**config.mk**
```make
export PLATFORM = sky130hd
export DESIGN_NAME = header_loader_flat
export DESIGN_NICKNAME = d
export VERILOG_FILES = /design/src/rtl/header_loader_if.sv /design/src/rtl/header_loader.sv /design/src/flat_wrapper.sv
export SDC_FILE = /design/constraint.sdc
export NUM_CORES = 1
export LEC_CHECK = 0
export CORE_MARGIN = 5
export CORE_UTILIZATION = 30
export DETAILED_ROUTE_END_ITERATION = 16
export PLACE_DENSITY_LB_ADDON = 0.2
export SLEW_MARGIN = 5
export SYNTH_ARGS = -nofsm -noshare
export SYNTH_HDL_FRONTEND = slang
export SYNTH_SLANG_ARGS = --single-unit
export TNS_END_PERCENT = 30
```
**constraint.sdc**
```tcl
create_clock -name clk -period 4.15 [get_ports clk]
set_input_delay 0.415 -clock clk [delete_from_list [all_inputs] [get_ports clk]]
set_output_delay 0.415 -clock clk [all_outputs]
set_load 0.01 [all_outputs]
```
**src/rtl/header_loader_if.sv**
```systemverilog
// Receive-side byte handshake between the USB receive path and the header loader.
//   rx_valid : source has a header byte on rx_data
//   rx_data  : header byte, arrival order = storage address order
//   rx_ready : loader accepts a byte on a rising edge where rx_valid && rx_ready
interface header_loader_if;
   logic       rx_valid;
   logic [7:0] rx_data;
   logic       rx_ready;

   modport master (output rx_valid, output rx_data, input  rx_ready);
   modport slave  (input  rx_valid, input  rx_data, output rx_ready);
endinterface

```
**src/rtl/header_loader.sv**
```systemverilog
// Header loader: turns the received header byte stream into one-cycle write
// strobes (data + byte address) for the header storage, flags a complete header
// and holds off further bytes until the hashing core consumes it. An inter-byte
// gap timeout and a flush input abort partial headers.
// Ports:
//   clk, rst          : clock (rising edge), asynchronous active-high reset
//   rx                : byte handshake (slave side), see header_loader_if
//   flush             : synchronous abort of any partial or complete header
//   hdr_consumed      : hashing core has taken the complete header
//   o_data_en         : storage write strobe, one cycle per accepted byte
//   o_data/o_data_sel : byte and its storage address (held while o_data_en=0)
//   hdr_valid         : all header bytes written and stable in storage
//   timeout_err       : one-cycle pulse when a partial header is dropped on timeout
module header_loader #(
   parameter int unsigned HDR_BYTES      = 80,
   parameter int unsigned ADDR_W         = 7,
   parameter int unsigned TIMEOUT_CYCLES = 4096
) (
   input  logic              clk,
   input  logic              rst,
   header_loader_if.slave    rx,
   input  logic              flush,
   input  logic              hdr_consumed,
   output logic              o_data_en,
   output logic [7:0]        o_data,
   output logic [ADDR_W-1:0] o_data_sel,
   output logic              hdr_valid,
   output logic              timeout_err
);

   localparam int unsigned CNT_W   = (TIMEOUT_CYCLES > 1) ? $clog2(TIMEOUT_CYCLES + 1) : 1;
   localparam int unsigned TO_LAST = (TIMEOUT_CYCLES == 0) ? 0 : TIMEOUT_CYCLES - 1;
   localparam logic [ADDR_W-1:0] LAST_IDX = ADDR_W'(HDR_BYTES - 1);

   localparam logic [1:0] IDLE = 2'd0;
   localparam logic [1:0] LOAD = 2'd1;
   localparam logic [1:0] FULL = 2'd2;

   logic [1:0]        state,     state_n;
   logic [ADDR_W-1:0] index,     index_n;
   logic [CNT_W-1:0]  gap_cnt,   gap_cnt_n;
   logic              ready_q,   ready_n;
   logic              data_en_n, hdr_valid_n, timeout_n;
   logic [7:0]        data_n;
   logic [ADDR_W-1:0] sel_n;
   logic              accept;

   // Registered ready, gated by flush so a byte offered during flush is refused.
   assign rx.rx_ready = ready_q & ~flush;

   // Next-state and next-output logic.
   always_comb begin
      state_n     = state;
      index_n     = index;
      gap_cnt_n   = '0;
      data_en_n   = 1'b0;
      data_n      = o_data;
      sel_n       = o_data_sel;
      timeout_n   = 1'b0;
      hdr_valid_n = 1'b0;
      ready_n     = 1'b0;
      accept      = rx.rx_valid & ready_q & ~flush;

      if (accept) begin
         data_en_n = 1'b1;
         data_n    = rx.rx_data;
         sel_n     = index;
      end

      case (state)
         IDLE, LOAD: begin
            if (accept) begin
               if (index == LAST_IDX) begin
                  state_n = FULL;
                  index_n = '0;
               end else begin
                  state_n = LOAD;
                  index_n = index + ADDR_W'(1);
               end
            end else if (state == LOAD && TIMEOUT_CYCLES != 0) begin
               // Gap counter reaches TIMEOUT_CYCLES on this edge: drop the partial header.
               if (gap_cnt == CNT_W'(TO_LAST)) begin
                  state_n   = IDLE;
                  index_n   = '0;
                  timeout_n = 1'b1;
               end else begin
                  gap_cnt_n = gap_cnt + CNT_W'(1);
               end
            end
         end
         FULL: begin
            if (hdr_consumed) state_n = IDLE;
         end
         default: begin
            state_n = IDLE;
            index_n = '0;
         end
      endcase

      if (flush) begin
         state_n   = IDLE;
         index_n   = '0;
         gap_cnt_n = '0;
         timeout_n = 1'b0;
      end

      // hdr_valid trails FULL entry by one cycle so the last byte is already stored.
      hdr_valid_n = (state == FULL) && (state_n == FULL);
      ready_n     = (state_n != FULL);
   end

   // State and output registers.
   always_ff @(posedge clk or posedge rst) begin
      if (rst) begin
         state       <= IDLE;
         index       <= '0;
         gap_cnt     <= '0;
         ready_q     <= 1'b0;
         o_data_en   <= 1'b0;
         o_data      <= '0;
         o_data_sel  <= '0;
         hdr_valid   <= 1'b0;
         timeout_err <= 1'b0;
      end else begin
         state       <= state_n;
         index       <= index_n;
         gap_cnt     <= gap_cnt_n;
         ready_q     <= ready_n;
         o_data_en   <= data_en_n;
         o_data      <= data_n;
         o_data_sel  <= sel_n;
         hdr_valid   <= hdr_valid_n;
         timeout_err <= timeout_n;
      end
   end

endmodule

```
**src/flat_wrapper.sv**
```systemverilog
// flat-port wrapper written by rule: the top's interface ports become plain ports
module header_loader_flat 
#(
   parameter int unsigned HDR_BYTES      = 80,
   parameter int unsigned ADDR_W         = 7,
   parameter int unsigned TIMEOUT_CYCLES = 4096
)
  (clk, rst, flush, hdr_consumed, o_data_en, o_data, o_data_sel, hdr_valid, timeout_err, rx_rx_valid, rx_rx_data, rx_rx_ready);
  header_loader_if rx_i ();
  input  logic clk;
  input  logic rst;
  input  logic flush;
  input  logic hdr_consumed;
  output logic o_data_en;
  output logic [7:0] o_data;
  output logic [ADDR_W-1:0] o_data_sel;
  output logic hdr_valid;
  output logic timeout_err;
  input wire logic [$bits(rx_i.rx_valid)-1:0] rx_rx_valid;
  input wire logic [$bits(rx_i.rx_data)-1:0] rx_rx_data;
  output wire logic [$bits(rx_i.rx_ready)-1:0] rx_rx_ready;
  assign rx_i.rx_valid = rx_rx_valid;
  assign rx_i.rx_data = rx_rx_data;
  assign rx_rx_ready = rx_i.rx_ready;
  header_loader #(.HDR_BYTES(HDR_BYTES), .ADDR_W(ADDR_W), .TIMEOUT_CYCLES(TIMEOUT_CYCLES)) u_core (.clk(clk), .rst(rst), .rx(rx_i), .flush(flush), .hdr_consumed(hdr_consumed), .o_data_en(o_data_en), .o_data(o_data), .o_data_sel(o_data_sel), .hdr_valid(hdr_valid), .timeout_err(timeout_err));
endmodule
```
==> flow_summary.toml <==
[floorplan]
rows = 28
die_area_um2 = 7930
chipWidth_um = 89.0
die-height_um = 89.0
initial_utilization_pct = 31.3
placeable_core_area_um2 = 5990
boundaryPins = 32

[routing]
totalWireLength_um = 3730
postRouteAntennaNets = 0
detailedRoute.firstPassIterationCount = 5
overall_via_count_from_detail_route = 1341
avgViaCountPerCell = 4.62
drt_first_iter_violations = 67
remaining_drc_errors = 0
wl_per_cell_um = 12.9

[cells_and_area]
postLayoutCellArea_um2 = 2370
syn_to_final_growth_pct = 26.7
insertedDiodeCount = 0
multiInputGateArea_um2 = 791
fillCellCount = 601
layout.nets = 229
drive_gt1_share_pct = 13.5
area_taken_by_flip_flops_and_latches_um2 = 1030

[global_routing]
gr-total-overflow = 0
grtUsageTotal_pct = 10.3
antenna_found_initial = 0
grt_pass1_vias = 1345
grt_first_pass_wirelength_um = 6300
largest_net_degree_at_the_start_of_global_routing = 22

[clocking]
tritoncts_sink_count = 41
clk-insertion-delay-late_ns = 0.29
holdBufCountCts = 0
clk_transition_reported_paths_ns = 0.08
cts.htree.levels = 2
ctsLongestPathBuffers = 2
tritoncts = "built"
post_cts_buffers = 0
numCtsBuffers = 5
ctsResizeCount = 0
cts_root_buffer = "clkbuf_8"

[synth]
synth_sequential_area_ratio_pct = 54.7
commonest_cells_in_the_synthesized_netlist = "dfrtp_1 (41), nand2_1 (37), nor2_1 (12)"
total_nets_after_synthesis = 195
synth_cell_types = 42
synth_top_cells_by_area = "dfrtp_1 (55%), nand2_1 (7.4%), nor2_2 (3.3%)"
synthFlopType = "dfrtp_1"
synth_top_area_cell = "dfrtp_1"
number_of_synthesized_flops_with_an_enable_pin = 0
synthesis.area_um2 = 1870
synthMostInstantiatedCell = "dfrtp_1"
synth.ff_latch_count = 41
syn-mean-instance-area_um2 = 10.4
synth.yosys.warnings = 0
async_reset_ff_share_pct = 100
yosys.area.top_type_share_pct = 54.7
netlist_instances = 180

[sta]
timing.fmax_mhz = 426
final_period_minus_worst_setup_slack_ns = 2.35
timing.final.hold_violations = 0
rsz_0062_raised_after_global_routing = "false"
report.final.setup_viol = 0
fin_worst_skew_ns = 0.00590
post-route-period-util_pct = 56.6
max_slew_margin_pct = 30.3
worst_pin_slew_ns = 1.03
tns_ns = 0
timing.final.max_slew_violations = 0

[critical_path]
timing.critical_path.slowest_cell_delay_ns = 0.93
cp.arrival_ns = 2.59
critPathSlowestCell = "nor4bb_1"
start_to_end_type_of_the_worst_setup_path = "in2reg"
critPathRequiredTime_ns = 4.39
r2r_cells = 4
timing.critical_path.to_type = "flop"
timing.critical_path.from_type = "input pin"
worstPathMaxFanout = 10
critical_path.cell_chain = "clkdlybuf4s50_1 > nor4bb_1 > o41ai_2 > nor3_1 > a211o_1"

[power]
vdd_ir_drop_max_mv = 0.149
power.density_nw_per_um2 = 360
leakage_nw = 1.03

[run_status]
run_status = "finished clean"

[job]
maxCapViolations = 0

[hold_path]
hold_depth = 2
timing.hold.worst.class = "reg2reg"

[placed_design]
buffer_ports.inserted = 31
gpl.final_weighted_congestion = 0.708
placed_area_um2 = 2260
post-dp-hpwl_um = 2630
==> report_power, final <==
group	switching, mW	internal (mW)
registers	0.0119	0.416
logic	0.0433	0.0484
clock network	0.138	0.196
total	0.193	0.661
==> path summary, 6_finish.rpt <==
path	slack, ns	end	from
min in group asynchronous	0.55	u_core.o_data[1]	rst
max	1.80	u_core.index[3]	flush
max in group asynchronous	2.82	u_core.state[0]	rst
max reg2reg	2.07	u_core.index[3]	u_core.state[1]
min	0.48	u_core.o_data[5]	u_core.o_data[5]
min reg2reg	0.48	u_core.o_data[5]	u_core.o_data[5]
==> layer usage <==
| layer | wire length, µm | up-vias | part of all wire (%) | global-route usage [%] |
|---|---|---|---|---|
| met5 | 0 | - | 0 | 0 |
| met4 | 55 | 0 | 1.5 | 4.47 |
| met3 | 240 | 7 | 6.4 | 2.95 |
| met2 | 1610 | 32 | 43 | 15.5 |
| met1 | 1830 | 627 | 49 | 14.0 |
| li1 | - | 675 | - | - |
==> sequential cells by signal, summed over array words and instances, names as in the netlist <==
register / count
u_core.o_data: 8
u_core.gap_cnt: 13
u_core.timeout_err: 1
u_core.o_data_sel: 7
u_core.ready_q: 1
u_core.state: 2
u_core.index: 7
u_core.o_data_en: 1
u_core.hdr_valid: 1
==> placed cells by master (no fill, tap or decap), types with 5 or more instances in the layout <==
master	instances
nor2_1	12
nor2_2	10
clkdlybuf4s50_1	31
nand2_1	37
clkbuf_8	6
nor3_1	6
dfrtp_1	41
nand3_1	5
xnor2_1	7
==> metrics by stage <==
step | worst slack (ns) | util (%) | instances | total power, mW | hold WS [ns]
after detailed placement | 1.46 | 37.7 | 282 | 0.531 | 0.463
after global placement | 1.51 | 37.7 | 282 | 0.530 | 0.460
after floorplan | 2.43 | - | 180 | 0.479 | 0.471
after global routing | 1.52 | 39.6 | 290 | 0.896 | 0.520
final | 1.80 | 39.6 | 290 | 0.854 | 0.476
after CTS | 1.78 | 39.6 | 290 | 0.870 | 0.483
==> logic make-up (layout without fill, tap and decap cells) <==
family | Yosys count | after routing | share of synthesized area (%)
fa+ha+maj | 2 | 2 | 1.33
simple gates | 91 | 91 | 25.3
xor+xnor | 11 | 11 | 5.14
buf+inv | 12 | 47 | 3.07
mux | 6 | 6 | 3.60
compound gates | 17 | 17 | 6.81
flops | 41 | 41 | 54.7
==> critical path, delay by kind of cell <==
| kind | cells | cell delay, ns |
|---|---|---|
| AND/OR/NAND/NOR | 2 | 1.17 |
| buffers and inverters | 1 | 0.55 |
| AO/OA/AOI/OAI | 2 | 0.45 |
==> final cells by class <==
type | instances | share of cell area [%]
Sequential cell | 41 | 43.2
Multi-Input combinational cell | 127 | 33.3
Timing Repair Buffer | 33 | 13.7
Tap cell | 75 | 3.95
Clock buffer | 7 | 3.64
Clock inverter | 1 | 1.26
Inverter | 6 | 0.948
(Power assumes the default switching activity.)
